`src/rtl/capture_interface_pkg.sv`:
```
// capture_interface_pkg
//   Definitions shared by the camera-side writer and the display-side reader
//   of the frame buffer: FSM state encodings, the RGB565 pixel word type and
//   the default frame geometry.
package capture_interface_pkg;

  // Default frame geometry.
  localparam int unsigned FRAME_H_ACTIVE = 480;
  localparam int unsigned FRAME_V_ACTIVE = 480;
  localparam int unsigned FRAME_ADDR_W   = 18;

  // The display FSM relies on these exact encodings.
  // STATE_DELAY is reserved for the display side.
  typedef enum logic [1:0] {
    STATE_INITIAL = 2'd0,
    STATE_DELAY   = 2'd1,
    STATE_IDLE    = 2'd2,
    STATE_ACTIVE  = 2'd3
  } state_t;

  // RGB565 pixel, stored as {first camera byte, second camera byte}.
  typedef logic [15:0] rgb565_t;

endpackage

```
`src/rtl/capture_interface_if.sv`:
```
// capture_interface_if
//   Parallel camera bus, sampled on the pixel clock.
//   i_vsync : high = vertical blanking
//   i_href  : high = active line bytes
//   i_data  : camera byte
//   master  : camera side (drives the bus)
//   slave   : capture side (samples the bus)
interface capture_interface_if;
  logic       i_vsync;
  logic       i_href;
  logic [7:0] i_data;

  modport master (output i_vsync, i_href, i_data);
  modport slave  (input  i_vsync, i_href, i_data);
endinterface

```
`src/rtl/capture_interface_pixel_assembler.sv`:
```
// capture_interface_pixel_assembler
//   Pairs camera bytes into RGB565 words. The first byte of a pair is latched
//   as the high byte. On the second byte the word is presented together with
//   a one-cycle valid pulse.
//   i_clk   : pixel clock
//   i_rstn  : synchronous active-low reset
//   i_clear : return to phase 0 and drop any latched high byte
//   i_take  : a byte is present on i_byte this cycle
//   i_byte  : camera byte
//   o_valid : combinational pulse, o_word holds a complete pixel
//   o_word  : {latched high byte, current byte}
module capture_interface_pixel_assembler
  import capture_interface_pkg::*;
(
  input  logic       i_clk,
  input  logic       i_rstn,
  input  logic       i_clear,
  input  logic       i_take,
  input  logic [7:0] i_byte,
  output logic       o_valid,
  output rgb565_t    o_word
);

  logic       phase_q, phase_d;
  logic [7:0] hi_q,    hi_d;

  always_comb begin
    phase_d = phase_q;
    hi_d    = hi_q;
    if (i_clear) begin
      phase_d = 1'b0;
    end else if (i_take) begin
      if (!phase_q) begin
        hi_d    = i_byte;
        phase_d = 1'b1;
      end else begin
        phase_d = 1'b0;
      end
    end
  end

  assign o_valid = i_take & phase_q & ~i_clear;
  assign o_word  = {hi_q, i_byte};

  always_ff @(posedge i_clk) begin
    if (!i_rstn) begin
      phase_q <= 1'b0;
      hi_q    <= '0;
    end else begin
      phase_q <= phase_d;
      hi_q    <= hi_d;
    end
  end

endmodule

```
`src/rtl/capture_interface.sv`:
```
// capture_interface
//   Camera-side frame buffer writer. Samples the camera bus, pairs bytes into
//   RGB565 words and writes them to the frame buffer BRAM. Addresses are
//   derived from row/column so each frame starts at 0 and each line at
//   row*H_ACTIVE, regardless of how many bytes earlier lines carried.
//   i_p_clk : pixel clock, all logic on the rising edge
//   i_rstn  : synchronous active-low reset
//   cam     : camera bus (vsync/href/data), slave side
//   o_wr    : BRAM write strobe, one cycle per pixel
//   o_waddr : BRAM write address
//   o_wdata : RGB565 write data
//   o_sof   : one-cycle pulse, first cycle of a captured frame
//   o_eof   : one-cycle pulse, frame end
module capture_interface
  import capture_interface_pkg::*;
#(
  parameter int unsigned H_ACTIVE = FRAME_H_ACTIVE,
  parameter int unsigned V_ACTIVE = FRAME_V_ACTIVE,
  parameter int unsigned ADDR_W   = FRAME_ADDR_W
) (
  input  logic                      i_p_clk,
  input  logic                      i_rstn,
  capture_interface_if.slave        cam,
  output logic                      o_wr,
  output logic [ADDR_W-1:0]         o_waddr,
  output rgb565_t                   o_wdata,
  output logic                      o_sof,
  output logic                      o_eof
);

  // Counters must be able to hold the saturation values H_ACTIVE / V_ACTIVE.
  localparam int unsigned COL_W = $clog2(H_ACTIVE + 1);
  localparam int unsigned ROW_W = $clog2(V_ACTIVE + 1);

  state_t            state_q, state_d;
  logic              vsync_q, href_q;
  logic [COL_W-1:0]  col_q,   col_d;
  logic [ROW_W-1:0]  row_q,   row_d;
  logic              wr_q,    wr_d;
  logic [ADDR_W-1:0] waddr_q, waddr_d;
  rgb565_t           wdata_q, wdata_d;
  logic              sof_q,   sof_d;
  logic              eof_q,   eof_d;

  logic              vsync_rise, vsync_fall, href_fall;
  logic              take, asm_clear, word_valid, in_window;
  rgb565_t           word;
  logic [ADDR_W-1:0] addr_calc;

  assign vsync_rise = cam.i_vsync & ~vsync_q;
  assign vsync_fall = ~cam.i_vsync & vsync_q;
  assign href_fall  = href_q & ~cam.i_href;

  // A vsync rise ends the frame, so a byte arriving on that same edge is dropped.
  assign take = (state_q == STATE_ACTIVE) & cam.i_href & ~vsync_rise;

  assign asm_clear = ((state_q == STATE_IDLE)   & vsync_fall) |
                     ((state_q == STATE_ACTIVE) & (href_fall | vsync_rise));

  capture_interface_pixel_assembler u_asm (
    .i_clk   (i_p_clk),
    .i_rstn  (i_rstn),
    .i_clear (asm_clear),
    .i_take  (take),
    .i_byte  (cam.i_data),
    .o_valid (word_valid),
    .o_word  (word)
  );

  assign in_window = (col_q < COL_W'(H_ACTIVE)) && (row_q < ROW_W'(V_ACTIVE));
  assign addr_calc = ADDR_W'(row_q) * ADDR_W'(H_ACTIVE) + ADDR_W'(col_q);

  always_comb begin
    state_d = state_q;
    col_d   = col_q;
    row_d   = row_q;
    wr_d    = 1'b0;
    waddr_d = waddr_q;
    wdata_d = wdata_q;
    sof_d   = 1'b0;
    eof_d   = 1'b0;

    case (state_q)
      STATE_INITIAL: begin
        // Whatever frame was in flight at reset is discarded: wait for blanking.
        if (cam.i_vsync) begin
          state_d = STATE_IDLE;
        end
      end

      STATE_IDLE: begin
        if (vsync_fall) begin
          row_d   = '0;
          col_d   = '0;
          sof_d   = 1'b1;
          state_d = STATE_ACTIVE;
        end
      end

      STATE_ACTIVE: begin
        if (vsync_rise) begin
          eof_d   = 1'b1;
          state_d = STATE_IDLE;
        end else if (href_fall) begin
          col_d = '0;
          if (row_q != ROW_W'(V_ACTIVE)) begin
            row_d = row_q + ROW_W'(1);
          end
        end else if (word_valid) begin
          if (in_window) begin
            wr_d    = 1'b1;
            waddr_d = addr_calc;
            wdata_d = word;
          end
          if (col_q != COL_W'(H_ACTIVE)) begin
            col_d = col_q + COL_W'(1);
          end
        end
      end

      default: begin
        state_d = STATE_INITIAL;
      end
    endcase
  end

  always_ff @(posedge i_p_clk) begin
    if (!i_rstn) begin
      state_q <= STATE_INITIAL;
      vsync_q <= 1'b0;
      href_q  <= 1'b0;
      col_q   <= '0;
      row_q   <= '0;
      wr_q    <= 1'b0;
      waddr_q <= '0;
      wdata_q <= '0;
      sof_q   <= 1'b0;
      eof_q   <= 1'b0;
    end else begin
      state_q <= state_d;
      vsync_q <= cam.i_vsync;
      href_q  <= cam.i_href;
      col_q   <= col_d;
      row_q   <= row_d;
      wr_q    <= wr_d;
      waddr_q <= waddr_d;
      wdata_q <= wdata_d;
      sof_q   <= sof_d;
      eof_q   <= eof_d;
    end
  end

  assign o_wr    = wr_q;
  assign o_waddr = waddr_q;
  assign o_wdata = wdata_q;
  assign o_sof   = sof_q;
  assign o_eof   = eof_q;

endmodule
```
`src/flat_wrapper.sv`:
```
// flat-port wrapper written by rule: the top's interface ports become plain ports
module capture_interface_flat import capture_interface_pkg::*;
#(
  parameter int unsigned H_ACTIVE = FRAME_H_ACTIVE,
  parameter int unsigned V_ACTIVE = FRAME_V_ACTIVE,
  parameter int unsigned ADDR_W   = FRAME_ADDR_W
)
  (i_p_clk, i_rstn, o_wr, o_waddr, o_wdata, o_sof, o_eof, cam_i_vsync, cam_i_href, cam_i_data);
  capture_interface_if cam_i ();
  input  logic i_p_clk;
  input  logic i_rstn;
  output logic o_wr;
  output logic [ADDR_W-1:0] o_waddr;
  output rgb565_t o_wdata;
  output logic o_sof;
  output logic o_eof;
  input wire logic [$bits(cam_i.i_vsync)-1:0] cam_i_vsync;
  input wire logic [$bits(cam_i.i_href)-1:0] cam_i_href;
  input wire logic [$bits(cam_i.i_data)-1:0] cam_i_data;
  assign cam_i.i_vsync = cam_i_vsync;
  assign cam_i.i_href = cam_i_href;
  assign cam_i.i_data = cam_i_data;
  capture_interface #(.H_ACTIVE(H_ACTIVE), .V_ACTIVE(V_ACTIVE), .ADDR_W(ADDR_W)) u_core (.i_p_clk(i_p_clk), .i_rstn(i_rstn), .cam(cam_i), .o_wr(o_wr), .o_waddr(o_waddr), .o_wdata(o_wdata), .o_sof(o_sof), .o_eof(o_eof));
endmodule
```
`config.mk`:
```
export PLATFORM = sky130hd
export DESIGN_NAME = capture_interface_flat
export DESIGN_NICKNAME = d
export VERILOG_FILES = /design/src/rtl/capture_interface_pkg.sv /design/src/rtl/capture_interface_if.sv /design/src/rtl/capture_interface_pixel_assembler.sv /design/src/rtl/capture_interface.sv /design/src/flat_wrapper.sv
export SDC_FILE = /design/constraint.sdc
export NUM_CORES = 1
export LEC_CHECK = 0
export CORE_ASPECT_RATIO = 2
export CORE_MARGIN = 2
export CORE_UTILIZATION = 35
export CTS_CLUSTER_DIAMETER = 80
export CTS_CLUSTER_SIZE = 24
export DETAILED_ROUTE_END_ITERATION = 12
export SKIP_LAST_GASP = 1
export SYNTH_ARGS = -nofsm -noshare
export SYNTH_HDL_FRONTEND = slang
export SYNTH_SLANG_ARGS = --single-unit
```
`constraint.sdc`:
```
create_clock -name i_p_clk -period 4.7 [get_ports i_p_clk]
set_input_delay 0.705 -clock i_p_clk [delete_from_list [all_inputs] [get_ports i_p_clk]]
set_output_delay 0.705 -clock i_p_clk [all_outputs]
set_load 0.02 [all_outputs]
```
==> flow_metrics.env <==
export IMPL_status="completed"
export IMPL_peakVddDrop_mv=0.1829
export IMPL_dp_cells=606
export IMPL_path_max_fanout=6
export IMPL_setup_slack_ns=0.4529
export IMPL_whs_ns=0.4506
export IMPL_cts_sinks=68
export IMPL_yosys_top_cells_count="dfxtp_1, nand2_1, ha_1, inv_1, nor2_1"
export IMPL_synth_edf_count=0
export IMPL_cts_tree="done"
export IMPL_setup_viol=0
export IMPL_reg2reg_depth=12
export IMPL_comb_power_share=0.024
export IMPL_relSlewSlack=0.4097
export IMPL_synth_top_family_by_area="adder cells"
export IMPL_drive_above_1_share=0.05602
export IMPL_drt_iter0_markers=138
export IMPL_startpoint_type="register"
export IMPL_wl_per_cell_um=14.62
export IMPL_synthTopCellsByArea="dfxtp_1, ha_1, fa_1"
export IMPL_drv_slew=0
export IMPL_post_dp_hpwl_mm=6.989
export IMPL_syn_inst=428
export IMPL_finClkSkew_ns=0.003221
export IMPL_path_clk_slew_ns=0.05
export IMPL_synth_compound_area_frac=0.1489
export IMPL_grt_ovfl_total=0
export IMPL_power_switching_uw=270.7
export IMPL_worstMarginPinSlew_ns=0.8855
export IMPL_async_flop_share=0
export IMPL_cts_resized_gates=0
export IMPL_r2r_slack_ns=0.45
export IMPL_hp_start="u_core.o_wdata[4]"
export IMPL_route_vias_total=3102
export IMPL_finalCritPeriodShare=0.9036
export IMPL_cts_max_level=3
export IMPL_leakage_nw=2.156
export IMPL_syn_nets=489
export IMPL_synthSimpleGateAreaFrac=0.1854
export IMPL_finalSetupTns_ns=0
export IMPL_switching_share=0.2015
export IMPL_yosys_warnings=0
export IMPL_maxCapViolations=0
export IMPL_grt_total_usage=0.1613
export IMPL_p_int_mw=1.073
export IMPL_ys_seq_area_frac=0.3477
export IMPL_dr_pass1_iters=4
export IMPL_synth_area_um2=3915
export IMPL_power_frac_seq=0.432
export IMPL_path_class="reg2reg"
export IMPL_std_cell_rows=54
export IMPL_antenna_cells=0
export IMPL_coreArea_um2=10880
export IMPL_max_freq_mhz=235.5
export IMPL_die_w_um=78.79
export IMPL_antenna_found_initial=0
export IMPL_root_buffer="clkbuf_16"
export IMPL_synth_top_cell_by_area="dfxtp_1"
export IMPL_r2r_start="u_core.row_q[5]"
export IMPL_area_growth_pct=24.74
export IMPL_fin_cells=622
export IMPL_cellPowerDensity_nw_per_um2=275.2
export IMPL_via_per_inst=4.987
export IMPL_dieArea_um2=12100
export IMPL_totalWireLength_mm=9.095
export IMPL_synth_fa_ha_area_frac=0.1873
export IMPL_grt_pass1_vias=3247
export IMPL_synth_seq_cells=68
export IMPL_grt_max_degree=29
export IMPL_synthFlopType="dfxtp_1"
export IMPL_path_cells="inv_1 -> fa_1 -> fa_1 -> inv_1 -> ha_1 -> and3_2 -> a2111oi_2 -> a21oi_1 -> xnor2_1 -> or3b_2 -> o311ai_0 -> a31oi_1"
export IMPL_holdBufCountCts=0
export IMPL_hp_class="reg2reg"
export IMPL_clk_path_buf_depth=2
export IMPL_grt_pass1_wl_mm=15.29
export IMPL_arrival_ns=4.45
export IMPL_gp_congestion=0.8780
export IMPL_min_period_ns=4.247
export IMPL_rsz0062_at_grt="no"
export IMPL_nNetsFinal=538
export IMPL_cp_end_kind="register"
export IMPL_synth_xor_area_frac=0.06488
export IMPL_port_buffers=48
export IMPL_hold_path_end="u_core.o_wdata[4]"
export IMPL_hold_path_depth=2
export IMPL_cp_required_ns=4.90
export IMPL_synth_most_common_cell="dfxtp_1"
export IMPL_clkPwrFrac=0.544
export IMPL_synth_distinct_cells=46
export IMPL_yosysTopAreaCellShare=0.3477
export IMPL_ios=49
export IMPL_dp_slack_ns=0.4376
export IMPL_yosys_mux_area_fraction=0.02557
export IMPL_cts_setup_buffers=0
export IMPL_drcViolationCount=0
export IMPL_syn_avg_cell_area_um2=9.147
export IMPL_initial_core_util=0.3599
export IMPL_numCtsBuffers=9
export IMPL_fp_dieH_um=153.6
export IMPL_hold_viol=0
export IMPL_clock_latency_ns=0.33
export IMPL_ant_nets=0
export IMPL_cp_slowest_cell="fa_1"
export IMPL_r2r_end="u_core.o_waddr[17]"
export IMPL_worst_path_largest_cell_delay_ns=0.52
-- cell usage in the layout, fill, tap and decap left out, drive strengths merged, types with 4 or more instances in the layout --
cell type,n
nand4,5
a21oi,12
fa,16
nand3,8
xnor2,20
o211a,5
a21o,9
inv,29
nor2b,13
clkinv,4
dfxtp,68
mux2i,10
a21boi,24
o21ai,11
xor2,9
clkbuf,10
and3,5
clkdlybuf4s50,48
nand2,64
nor3,5
nor2,26
ha,33
and2,8
-- final cells by class --
cell class / count / area, um^2
tap: 140 / 175.2
sequential: 68 / 1361
fill: 1081 / 5995
clock buffer: 10 / 239.0
inverter: 29 / 108.9
multi-input combinational: 318 / 2409
timing repair buffer: 51 / 503.0
clock inverter: 6 / 87.58
-- critical path: cells and delay by family (launching register included) --
kind | cells | cell delay, ns
buffers and inverters | 2 | 0.20
AO/OA/AOI/OAI | 4 | 1.09
adder cells (fa/ha/maj) | 3 | 1.35
AND/OR/NAND/NOR | 2 | 0.76
flip-flops | 1 | 0.48
XOR/XNOR | 1 | 0.23
-- how the worst max path moves through the flow --
stage | start | end | slack (ns) | cells past startpoint
floorplan | u_core.row_q[5] | u_core.o_waddr[17] | 0.77 | 12
global placement | u_core.row_q[5] | u_core.o_waddr[17] | 0.58 | 12
detailed placement | u_core.row_q[5] | u_core.o_waddr[17] | 0.44 | 12
CTS | u_core.row_q[5] | u_core.o_waddr[17] | 0.43 | 12
global route | u_core.row_q[5] | u_core.o_waddr[17] | 0.12 | 12
finish | u_core.row_q[5] | u_core.o_waddr[17] | 0.45 | 12
-- metal layers --
metal / part of all wire / GRT usage
met5: 0 / 0
met4: 0.046 / 0.09190
met3: 0.032 / 0.03697
met2: 0.54 / 0.2975
met1: 0.38 / 0.1604
-- logic make-up (layout without fill, tap and decap cells) --
family,Yosys count,after routing
AND/OR/NAND/NOR,150,150
AO/OA/AOI/OAI,80,80
flip-flops,68,68
adder cells (fa/ha/maj),49,49
buffers and inverters,42,96
XOR/XNOR,29,29
multiplexers,10,10
-- flip-flops by register name, indices dropped and copies added (netlist names) --
register / cells
u_core.u_asm.phase_q: 1
u_core.o_wr: 1
u_core.o_waddr: 18
u_core.col_q: 9
u_core.o_eof: 1
u_core.row_q: 9
u_core.o_wdata: 16
u_core.vsync_q: 1
u_core.state_q: 2
u_core.href_q: 1
u_core.o_sof: 1
u_core.u_asm.hi_q: 8
-- metrics by stage --
step	utilization	instance area, um^2	total power [mW]
finish	0.4489	4883	1.344
global route	0.4489	4883	1.393
CTS	0.4489	4883	1.363
detailed placement	0.4189	4557	0.6259
global placement	0.4189	4557	0.6256
floorplan	-	3915	0.6083
-- power by group through the flow --
stage / Sequential [mW] / Combinational (mW) / Clock (mW)
2_1_floorplan: 0.593 / 0.0156 / 0
3_3_place_gp: 0.593 / 0.0327 / 0
3_5_place_dp: 0.593 / 0.0329 / 0
4_1_cts: 0.580 / 0.0330 / 0.749
5_1_grt: 0.581 / 0.0351 / 0.777
6_report: 0.581 / 0.0324 / 0.731
Power figures use the tool's default switching activity.
